## config.mk

```make
export PLATFORM = sky130hd
export DESIGN_NAME = jtag_dr_tx_flat
export DESIGN_NICKNAME = d
export VERILOG_FILES = /design/src/rtl/jtag_dr_tx_if.sv /design/src/rtl/jtag_dr_tx.sv /design/src/flat_wrapper.sv
export SDC_FILE = /design/constraint.sdc
export NUM_CORES = 1
export LEC_CHECK = 0
export CORE_MARGIN = 2
export CORE_UTILIZATION = 30
export DETAILED_ROUTE_END_ITERATION = 12
export GPL_TIMING_DRIVEN = 0
export HOLD_SLACK_MARGIN = 0.05
export PLACE_DENSITY = 0.5
export SLEW_MARGIN = 20
export SYNTH_ARGS = -nofsm -noshare
export SYNTH_HDL_FRONTEND = slang
export SYNTH_SLANG_ARGS = --single-unit
```

## constraint.sdc

```tcl
create_clock -name clk -period 3 [get_ports clk]
set_input_delay 0.6 -clock clk [delete_from_list [all_inputs] [get_ports clk]]
set_output_delay 0.6 -clock clk [all_outputs]
set_load 0.02 [all_outputs]
```

## src/rtl/jtag_dr_tx_if.sv

```systemverilog
// SoC-side word handover for the JTAG DR transmitter.
// Latency: n/a (signal bundle only).
// Backpressure: producer holds tx_valid/tx_data/tx_sel until tx_ready; tx_done/busy report scan progress.
//
// Signals:
//   tx_data  WIDTH  word to send to the host
//   tx_sel   1      0 = ER1, 1 = ER2
//   tx_valid 1      word offered
//   tx_ready 1      hold register empty
//   tx_done  1      one-clk pulse when the host updated the scan carrying the word
//   busy     1      word captured into the DR, scan not yet updated
interface jtag_dr_tx_if #(
  parameter int WIDTH = 32
);
  logic [WIDTH-1:0] tx_data;
  logic             tx_sel;
  logic             tx_valid;
  logic             tx_ready;
  logic             tx_done;
  logic             busy;

  modport master (
    output tx_data, tx_sel, tx_valid,
    input  tx_ready, tx_done, busy
  );

  modport slave (
    input  tx_data, tx_sel, tx_valid,
    output tx_ready, tx_done, busy
  );
endinterface

```

## src/rtl/jtag_dr_tx.sv

```systemverilog
// Transmit side of the JTAGG ER1/ER2 data registers: one SoC word per host scan, shifted LSB first on JTDO1/JTDO2.
// Latency: JTCK edges act SYNC+1 clk cycles after the pin edge; TCK must be <= clk/8.
// Backpressure: tx_ready low while a word is held; the host capture on the matching ER frees the hold register.
//
// Ports: clk (clk48m, sole clock), rstn (async active-low), jtck/jshift/jce1/jce2/jupdate/jrstn from JTAGG,
//        tx (jtag_dr_tx_if.slave: tx_data, tx_sel, tx_valid, tx_ready, tx_done, busy), jtdo1/jtdo2 to JTAGG.
// Option: JTAG_TX_STATUS_EN makes the DR WIDTH+1 bits with bit0 = fresh flag (1 only when the capture took a word).
module jtag_dr_tx #(
  parameter int WIDTH = 32,
  parameter int SYNC  = 2   // synchronizer depth, must be >= 2
) (
  input  logic        clk,
  input  logic        rstn,
  input  logic        jtck,
  input  logic        jshift,
  input  logic        jce1,
  input  logic        jce2,
  input  logic        jupdate,
  input  logic        jrstn,
  jtag_dr_tx_if.slave tx,
  output logic        jtdo1,
  output logic        jtdo2
);

`ifdef JTAG_TX_STATUS_EN
  localparam int DW = WIDTH + 1;
`else
  localparam int DW = WIDTH;
`endif

  // One extra stage on jtck gives the "old" value for edge detection.
  logic [SYNC:0]   tck_sr;
  logic [SYNC-1:0] shift_sr;
  logic [SYNC-1:0] ce1_sr;
  logic [SYNC-1:0] ce2_sr;
  logic [SYNC-1:0] upd_sr;

  always_ff @(posedge clk or negedge rstn) begin
    if (!rstn) begin
      tck_sr   <= '0;
      shift_sr <= '0;
      ce1_sr   <= '0;
      ce2_sr   <= '0;
      upd_sr   <= '0;
    end else begin
      tck_sr   <= {tck_sr[SYNC-1:0], jtck};
      shift_sr <= {shift_sr[SYNC-2:0], jshift};
      ce1_sr   <= {ce1_sr[SYNC-2:0], jce1};
      ce2_sr   <= {ce2_sr[SYNC-2:0], jce2};
      upd_sr   <= {upd_sr[SYNC-2:0], jupdate};
    end
  end

  logic tck_rise;
  logic tck_fall;
  logic j_shift;
  logic j_ce;
  logic j_sel;
  logic j_upd;

  // Control inputs share the jtck pipeline depth, so they line up with the detected edge.
  assign tck_rise = tck_sr[SYNC-1] & ~tck_sr[SYNC];
  assign tck_fall = ~tck_sr[SYNC-1] & tck_sr[SYNC];
  assign j_shift  = shift_sr[SYNC-1];
  assign j_ce     = ce1_sr[SYNC-1] | ce2_sr[SYNC-1];
  assign j_sel    = ce2_sr[SYNC-1];
  assign j_upd    = upd_sr[SYNC-1];

  logic [WIDTH-1:0] hold;
  logic             hsel;
  logic             full;
  logic [DW-1:0]    shreg;
  logic [DW-1:0]    cap_word;
  logic             tdo_q;
  logic             capsel;
  logic             cap;
  logic             busy_q;
  logic             done_q;

`ifdef JTAG_TX_STATUS_EN
  assign cap_word = {hold, 1'b1};
`else
  assign cap_word = hold;
`endif

  always_ff @(posedge clk or negedge rstn) begin
    if (!rstn) begin
      hold   <= '0;
      hsel   <= 1'b0;
      full   <= 1'b0;
      shreg  <= '0;
      tdo_q  <= 1'b0;
      capsel <= 1'b0;
      cap    <= 1'b0;
      busy_q <= 1'b0;
      done_q <= 1'b0;
    end else begin
      done_q <= 1'b0;

      // Accept and consume never coincide: accept needs full=0, consume needs full=1.
      // A word offered on the same clk as a capture therefore waits for the next scan.
      if (tx.tx_valid && !full) begin
        hold <= tx.tx_data;
        hsel <= tx.tx_sel;
        full <= 1'b1;
      end

      if (!jrstn) begin
        // TAP reset drops an in-flight word; the hold register is left alone.
        shreg  <= '0;
        tdo_q  <= 1'b0;
        cap    <= 1'b0;
        busy_q <= 1'b0;
      end else if (tck_rise) begin
        if (j_ce && !j_shift) begin
          capsel <= j_sel;
          if (full && (hsel == j_sel)) begin
            shreg  <= cap_word;
            full   <= 1'b0;
            busy_q <= 1'b1;
            cap    <= 1'b1;
          end else begin
            shreg <= '0;
            cap   <= 1'b0;
          end
        end else if (j_ce && j_shift) begin
          shreg <= {1'b0, shreg[DW-1:1]};
        end

        if (j_upd) begin
          if (cap) begin
            done_q <= 1'b1;
            busy_q <= 1'b0;
          end
          cap <= 1'b0;
        end
      end else if (tck_fall) begin
        tdo_q <= shreg[0];
      end
    end
  end

  assign tx.tx_ready = ~full;
  assign tx.tx_done  = done_q;
  assign tx.busy     = busy_q;

  // Only the ER that was last captured sees data; the other output idles low.
  assign jtdo1 = tdo_q & ~capsel;
  assign jtdo2 = tdo_q & capsel;

endmodule

```

## src/flat_wrapper.sv

```systemverilog
// flat-port wrapper written by rule: the top's interface ports become plain ports
module jtag_dr_tx_flat 
#(
  parameter int WIDTH = 32,
  parameter int SYNC  = 2                                      
)
  (clk, rstn, jtck, jshift, jce1, jce2, jupdate, jrstn, jtdo1, jtdo2, tx_tx_data, tx_tx_sel, tx_tx_valid, tx_tx_ready, tx_tx_done, tx_busy);
  jtag_dr_tx_if #(.WIDTH(WIDTH)) tx_i ();
  input  logic clk;
  input  logic rstn;
  input  logic jtck;
  input  logic jshift;
  input  logic jce1;
  input  logic jce2;
  input  logic jupdate;
  input  logic jrstn;
  output logic jtdo1;
  output logic jtdo2;
  input wire logic [$bits(tx_i.tx_data)-1:0] tx_tx_data;
  input wire logic [$bits(tx_i.tx_sel)-1:0] tx_tx_sel;
  input wire logic [$bits(tx_i.tx_valid)-1:0] tx_tx_valid;
  output wire logic [$bits(tx_i.tx_ready)-1:0] tx_tx_ready;
  output wire logic [$bits(tx_i.tx_done)-1:0] tx_tx_done;
  output wire logic [$bits(tx_i.busy)-1:0] tx_busy;
  assign tx_i.tx_data = tx_tx_data;
  assign tx_i.tx_sel = tx_tx_sel;
  assign tx_i.tx_valid = tx_tx_valid;
  assign tx_tx_ready = tx_i.tx_ready;
  assign tx_tx_done = tx_i.tx_done;
  assign tx_busy = tx_i.busy;
  jtag_dr_tx #(.WIDTH(WIDTH), .SYNC(SYNC)) u_core (.clk(clk), .rstn(rstn), .jtck(jtck), .jshift(jshift), .jce1(jce1), .jce2(jce2), .jupdate(jupdate), .jrstn(jrstn), .tx(tx_i), .jtdo1(jtdo1), .jtdo2(jtdo2));
endmodule
```

# Word level (Yosys, flattened, before mapping)
# Index checks and enable logic that the tools add are counted.
[totals]
elab_cells = 67
out_inout_bits = 5
ff_bits = 82
in_bits = 42
[classes]
n_eq_ne = 6
n_reduce_logical = 10
muxes = 28
bitwise_logic = 9
[op_table]
columns = ["operator", "count"]
rows = [
  ["2-to-1 mux 32 bit", 5],
  ["2-to-1 mux 1 bit", 23],
  ["!= test 3 x 1 -> 1 bit, second input constant", 2],
  ["AND reduction 2 bit", 3],
  ["AND 1 bit", 4],
  ["logical AND 1 bit", 4],
  ["!= test 2 x 1 -> 1 bit, second input constant", 2],
  ["inverter 1 bit", 4],
  ["AND reduction 3 bit", 1],
  ["zero test 1 bit", 2],
  ["!= test 2 bit, second input constant", 1],
  ["== test 1 bit", 1],
  ["OR 1 bit", 1],
]

# Depth between registers and ports, before layout
# Gate-level depths: netlist of the first run.
[logic_depth]
ltp_word = 8
mapped_depth = 5
mapped_depth_nobuf = 3

# Least setup slack after synthesis of the first run
# No wires, ideal clock.
[synth_timing]
path_type = "input-to-reg"
start = "input tx_tx_valid"
end = "register u_core.hold[10] (netlist: u_core.cap_word[10])"
setup_ns = 0.125
setup_slack_ns = 1.521
required_time_ns = 2.875
path_buffers = 2
stages = 4
t_arrival_ns = 1.354
cell_sequence = "nor2b_1 > buf_2 > buf_4 > mux2_2"
[synth_via]
elab_chain_len = 1
[synth_lines]
columns = ["element", "line", "rtl"]
rows = [
  ["start, declared", "flat_wrapper.sv:21", "input wire logic [$bits(tx_i.tx_valid)-1:0] tx_tx_valid;"],
  ["logical AND 1 bit", "jtag_dr_tx.sv:102", "if (tx.tx_valid && !full) begin"],
  ["end signal, assigned", "jtag_dr_tx.sv:103", "hold <= tx.tx_data;"],
  ["end, declared", "jtag_dr_tx.sv:69", "logic [WIDTH-1:0] hold;"],
]
# No other way between the ends.
# A chain may end at the register's enable or synchronous reset.

# Final worst setup path of the first run
[layout_timing]
start = "register u_core.full"
end = "output tx_tx_ready"
[layout_via]
elab_chain_len = 1
[layout_lines]
columns = ["element", "line", "rtl"]
rows = [
  ["start, declared", "jtag_dr_tx.sv:71", "logic full;"],
  ["start signal, assigned", "jtag_dr_tx.sv:90", "full <= 1'b0;"],
  ["start signal, assigned", "jtag_dr_tx.sv:105", "full <= 1'b1;"],
  ["start signal, assigned", "jtag_dr_tx.sv:119", "full <= 1'b0;"],
  ["inverter 1 bit", "jtag_dr_tx.sv:143", "assign tx.tx_ready = ~full;"],
  ["end, declared", "flat_wrapper.sv:22", "output wire logic [$bits(tx_i.tx_ready)-1:0] tx_tx_ready;"],
]
# No other way between the ends.

==> results of run 1 <==
==> final cells by class <==
type | instances | area, um^2
fillers | 1246 | 7630
inverters | 24 | 90.1
multi-input cells | 199 | 1470
repair buffers | 47 | 485
flip-flops and latches | 82 | 2050
well taps | 172 | 215
plain buffers | 35 | 185
clock buffers | 10 | 239
clock inverters | 5 | 103
==> metrics by stage <==
step | power (mW) | instances
after floorplan | 1.73 | 340
after global placement | 1.91 | 558
after detailed placement | 1.93 | 559
after CTS | 3.22 | 574
after global routing | 3.35 | 574
final | 3.17 | 574
==> layer usage <==
metal,global-route usage,up-vias
li1,-,1375
met1,0.202,1351
met2,0.213,51
met3,0.0296,2
met4,0.0405,0
met5,0,-
==> flip-flops by register name (all words and copies together), names as in the netlist <==
name               count
u_core.cap_word       32
u_core.shreg          32
u_core.tck_sr          3
u_core.ce1_sr          2
u_core.ce2_sr          2
u_core.shift_sr        2
u_core.upd_sr          2
u_core.cap             1
u_core.capsel          1
u_core.full            1
u_core.hsel            1
u_core.tdo_q           1
u_core.tx.busy         1
u_core.tx.tx_done      1
==> power by group <==
group	internal (mW)	switching, mW
combinational	0.243	0.231
clock	0.830	0.437
sequential	1.32	0.109
total	2.39	0.778
==> layout by cell type (no fill, tap or decap), types with 8 or more instances in the layout <==
master           count
o21ai_0             32
a31oi_1             21
inv_1               24
clkbuf_16            9
clkdlybuf4s50_1     45
nand2_1             13
o221ai_2             8
buf_2               18
a211oi_1            20
clkbuf_1            10
dfrtp_1             82
nand4_1             10
nand3_1             22
mux2_2              23
and4b_1             21
==> cells by family after synthesis <==
group | count (synthesis) | share of synthesized area
AO/OA/AOI/OAI | 95 | 0.176
buffers and inverters | 59 | 0.0725
flip-flops | 82 | 0.540
multiplexers | 24 | 0.0708
AND/OR/NAND/NOR | 80 | 0.140
==> path summary, 6_finish.rpt <==
kind / start / endpoint / slack (ps)
max: u_core.full / tx_tx_ready / 710
min: rstn / u_core.ce2_sr[0] / 190
max reg2reg: u_core.full / u_core.cap_word[8] / 1480
min reg2reg: u_core.ce1_sr[0] / u_core.ce1_sr[1] / 350
max in group asynchronous: rstn / u_core.shreg[16] / 2200
min in group clk: u_core.ce1_sr[0] / u_core.ce1_sr[1] / 350
==> results.cfg, run 1 <==
[status]
status = complete, no violations

[timing]
fin_tns_setup_ps = 0
hold_violations = 0
fin_ws_ps = 707
maxSlewHeadroom = 0.652
setup_viol = 0
max_freq_mhz = 436
tightest_slew_ps = 522
period_share = 0.764
rsz0062_at_grt = no
slew_violations = 0
min_period_ps = 2290
finClkSkew_ps = 7.60
hold-worst-slack_ps = 192

[critical_path]
crit_family = buffers and inverters
worst_ep_arrival_time_ps = 1690
critPathLaunchType = flop
cp_max_fo = 10
critPathBufInv = 3
end_kind = primary output
reg2reg_depth = 5
path_cells = buf_2, inv_1, clkdlybuf4s50_1
criticalPathCategory = reg -> out
critical-path-max-stage-delay_ps = 600
cp.depth = 3
critPathRequiredTime_ps = 2400
crit_slowest_cell = clkdlybuf4s50_1

[clocking]
cts_setup_buffers = 0
clockRootBuffer = clkbuf_16
cts_tree = built
cts_resized = 0
cts.sinks = 82
h-tree-depth = 3
cts_made_buffers = 9
clk_latency_ps = 330
postCtsHoldBufs = 0
clockBufferDepth = 2
clk_pin_slew_ps = 60

[grt]
grt_max_degree = 53
grt_pass1_wl_mm = 14.9
track_usage = 0.140
globalRoute.totalOverflow = 0
grt_antenna_before_repair = 0
grt_pass1_vias = 2936

[run]
drv_cap = 0

[synthesis]
syn_inst = 340
synth_top_area_share = 0.540
netlist_area_um2 = 3800
yosys.area.top_type = dfrtp_1
yosys_warnings = 0
ys_top_cells_by_area = dfrtp_1, mux2_2, and4b_1, o21ai_0, a211oi_1
synth_seq_cells = 82
yosysMostFrequentCell = dfrtp_1
syn-num-nets = 382
synth_cell_types = 36
synth_edf_count = 0
synthArstFlopShare = 1.00
ys_seq_area_frac = 0.540
synth_common_cells = dfrtp_1, o21ai_0, inv_1, mux2_2, nand3_1
avgSynthCellArea_um2 = 11.2
synth_ff_type = dfrtp_1

[cells_and_area]
area_growth_syn_to_layout_pct = 27.4
drive_above_1_share = 0.189
nets = 440
fin_util = 0.388
num_antenna_cells = 0
design_area_um2 = 4840

[drt]
wl_per_cell_um = 15.0
wl_met1_mm = 4.40
drt-vias-per-instance = 4.84
routed_wl_mm = 8.61
drtAntennaViolNets = 0
highest_layer = met4
drt_pass1_iterations = 5
drt_iter0_drc = 198
drc_errors = 0
dr_total_vias = 2779
wl_met2_mm = 3.88
route.met3.wl_um = 266

[floorplanning]
core-area_um2 = 12500
ios = 47
die_h_um = 117
die_x_um = 117
num_rows = 41
start_util = 0.305
die_area_um2 = 13600

[min_path]
hold_path.class = in -> async

[placed_design]
place_ws_ps = 735
place_area_um2 = 4500
place_hpwl_mm = 6.13
portBuffers = 46
place_congestion = 0.753

[power]
power-per-cell-area_nw_per_um2 = 655
ir_drop_v = 0.000373
p_leak_nw = 1.97
Power figures use the tool's default switching activity.
==> run 2: changes to the inputs <==
--- a/config.mk
+++ b/config.mk
@@ -10,7 +10,7 @@
 export DETAILED_ROUTE_END_ITERATION = 12
 export GPL_TIMING_DRIVEN = 0
 export HOLD_SLACK_MARGIN = 0.05
-export PLACE_DENSITY = 0.5
+export PLACE_DENSITY = 0.52
 export SLEW_MARGIN = 20
 export SYNTH_ARGS = -nofsm -noshare
 export SYNTH_HDL_FRONTEND = slang
==> constraint.sdc (replaced) <==
create_clock -name clk -period 2 [get_ports clk]
set_input_delay 0.4 -clock clk [delete_from_list [all_inputs] [get_ports clk]]
set_output_delay 0.4 -clock clk [all_outputs]
set_load 0.02 [all_outputs]
==> results.cfg, run 2 (same netlist as run 1, synthesis figures left out) <==
[floorplanning]
die_h_um = 117
start_util = 0.305
die_x_um = 117
die_area_um2 = 13600
core-area_um2 = 12500
ios = 47
num_rows = 41

[timing]
rsz0062_at_grt = no
hold_violations = 0
max_freq_mhz = 541
min_period_ps = 1850
fin_tns_setup_ps = 0
period_share = 0.924
setup_viol = 0
maxSlewHeadroom = 0.644
finClkSkew_ps = 5.25
hold-worst-slack_ps = 45.4
fin_ws_ps = 152
slew_violations = 0
tightest_slew_ps = 533

[clocking]
cts_resized = 1
postCtsHoldBufs = 0
clk_pin_slew_ps = 60
cts_made_buffers = 9
clockRootBuffer = clkbuf_16
cts_tree = built
cts.sinks = 82
cts_setup_buffers = 0
clockBufferDepth = 2
clk_latency_ps = 330
h-tree-depth = 3

[grt]
globalRoute.totalOverflow = 0
grt_util_met2 = 0.216
use_met3 = 0.0244
track_usage = 0.139
grt_busiest_layer = met2
met1_usage = 0.194
grt_pass1_vias = 2954
grt_max_degree = 43
grt_pass1_wl_mm = 14.8
grt_antenna_before_repair = 0

[power]
ir_drop_v = 0.000369
power_mw = 4.49
p_leak_nw = 1.95
power-per-cell-area_nw_per_um2 = 939

[min_path]
hold_path.class = in -> async

[placed_design]
place_ws_ps = -70.1
portBuffers = 46
place_hpwl_mm = 6.19
dp.cells = 559
place_congestion = 0.764

[drt]
drt_pass1_iterations = 4
drt-vias-per-instance = 4.86
routed_wl_mm = 8.63
drc_errors = 0
drtAntennaViolNets = 0
dr_total_vias = 2792
drt_iter0_drc = 162
wl_per_cell_um = 15.0

[cells_and_area]
multi_input_area_um2 = 1470
stdcell_count = 574
num_antenna_cells = 0
final_cell_mix = dfrtp_1, clkdlybuf4s50_1, o21ai_0
drive_above_1_share = 0.189
seq_area_um2 = 2050
nets = 440
area_growth_syn_to_layout_pct = 26.0
layout.cells.most_common = dfrtp_1
fill_cells = 1227

[status]
status = complete, no violations

[critical_path]
critPathRequiredTime_ps = 1600
cp_max_fo = 3
worst_ep_arrival_time_ps = 1450
end_kind = primary output
critical-path-max-stage-delay_ps = 610
r2r_end = u_core.cap_word[0]
reg2reg_depth = 5
r2r_start = u_core.full
path_cells = nor2b_1, clkdlybuf4s50_1
crit_slowest_cell = clkdlybuf4s50_1
critPathLaunchType = flop
regToRegSetupSlack_ps = 500
criticalPathCategory = reg -> out

[run]
drv_cap = 0
run 2: stage by stage:
stage               utilization  instance area [um^2]
floorplan                     -                  3800
finish                    0.384                  4780
detailed placement        0.360                  4490
global placement          0.359                  4470
global route              0.384                  4780
CTS                       0.384                  4780
run 2: layout make-up:
class / instances / area share
tap: 172 / 0.0450
clock buffer: 10 / 0.0500
clock inverter: 5 / 0.0115
timing repair buffer: 47 / 0.0997
buffer: 35 / 0.0387
multi-input combinational: 199 / 0.307
inverter: 24 / 0.0188
sequential: 82 / 0.429
run 2: worst max-delay path by stage:
stage | to | start | depth (start not counted)
finish | jtdo1 | u_core.capsel | 2
global route | u_core.shreg[24] | jrstn | 6
CTS | jtdo1 | u_core.capsel | 2
detailed placement | u_core.shreg[24] | jrstn | 6
global placement | u_core.shreg[18] | rstn | 1
floorplan | u_core.shreg[22] | u_core.ce2_sr[1] | 5
run 2: routing by layer:
metal / part of all wire / vias up / wire length [um]
met5: 0 / - / 0
met4: 0.015 / 0 / 129
met3: 0.028 / 10 / 244
met2: 0.46 / 43 / 3930
met1: 0.50 / 1366 / 4330
li1: - / 1373 / -
run 2: power by group:
part / leakage [nW] / internal, mW / switching [mW]
Combinational: 0.793 / 0.362 / 0.344
Sequential: 1.02 / 1.98 / 0.168
Clock: 0.140 / 0.989 / 0.649
run 2: critical path: cells and delay by family (launching register included):
kind / cells / cell delay, ps
buffers and inverters: 1 / 610
AND/OR/NAND/NOR: 1 / 120
flip-flops: 1 / 390
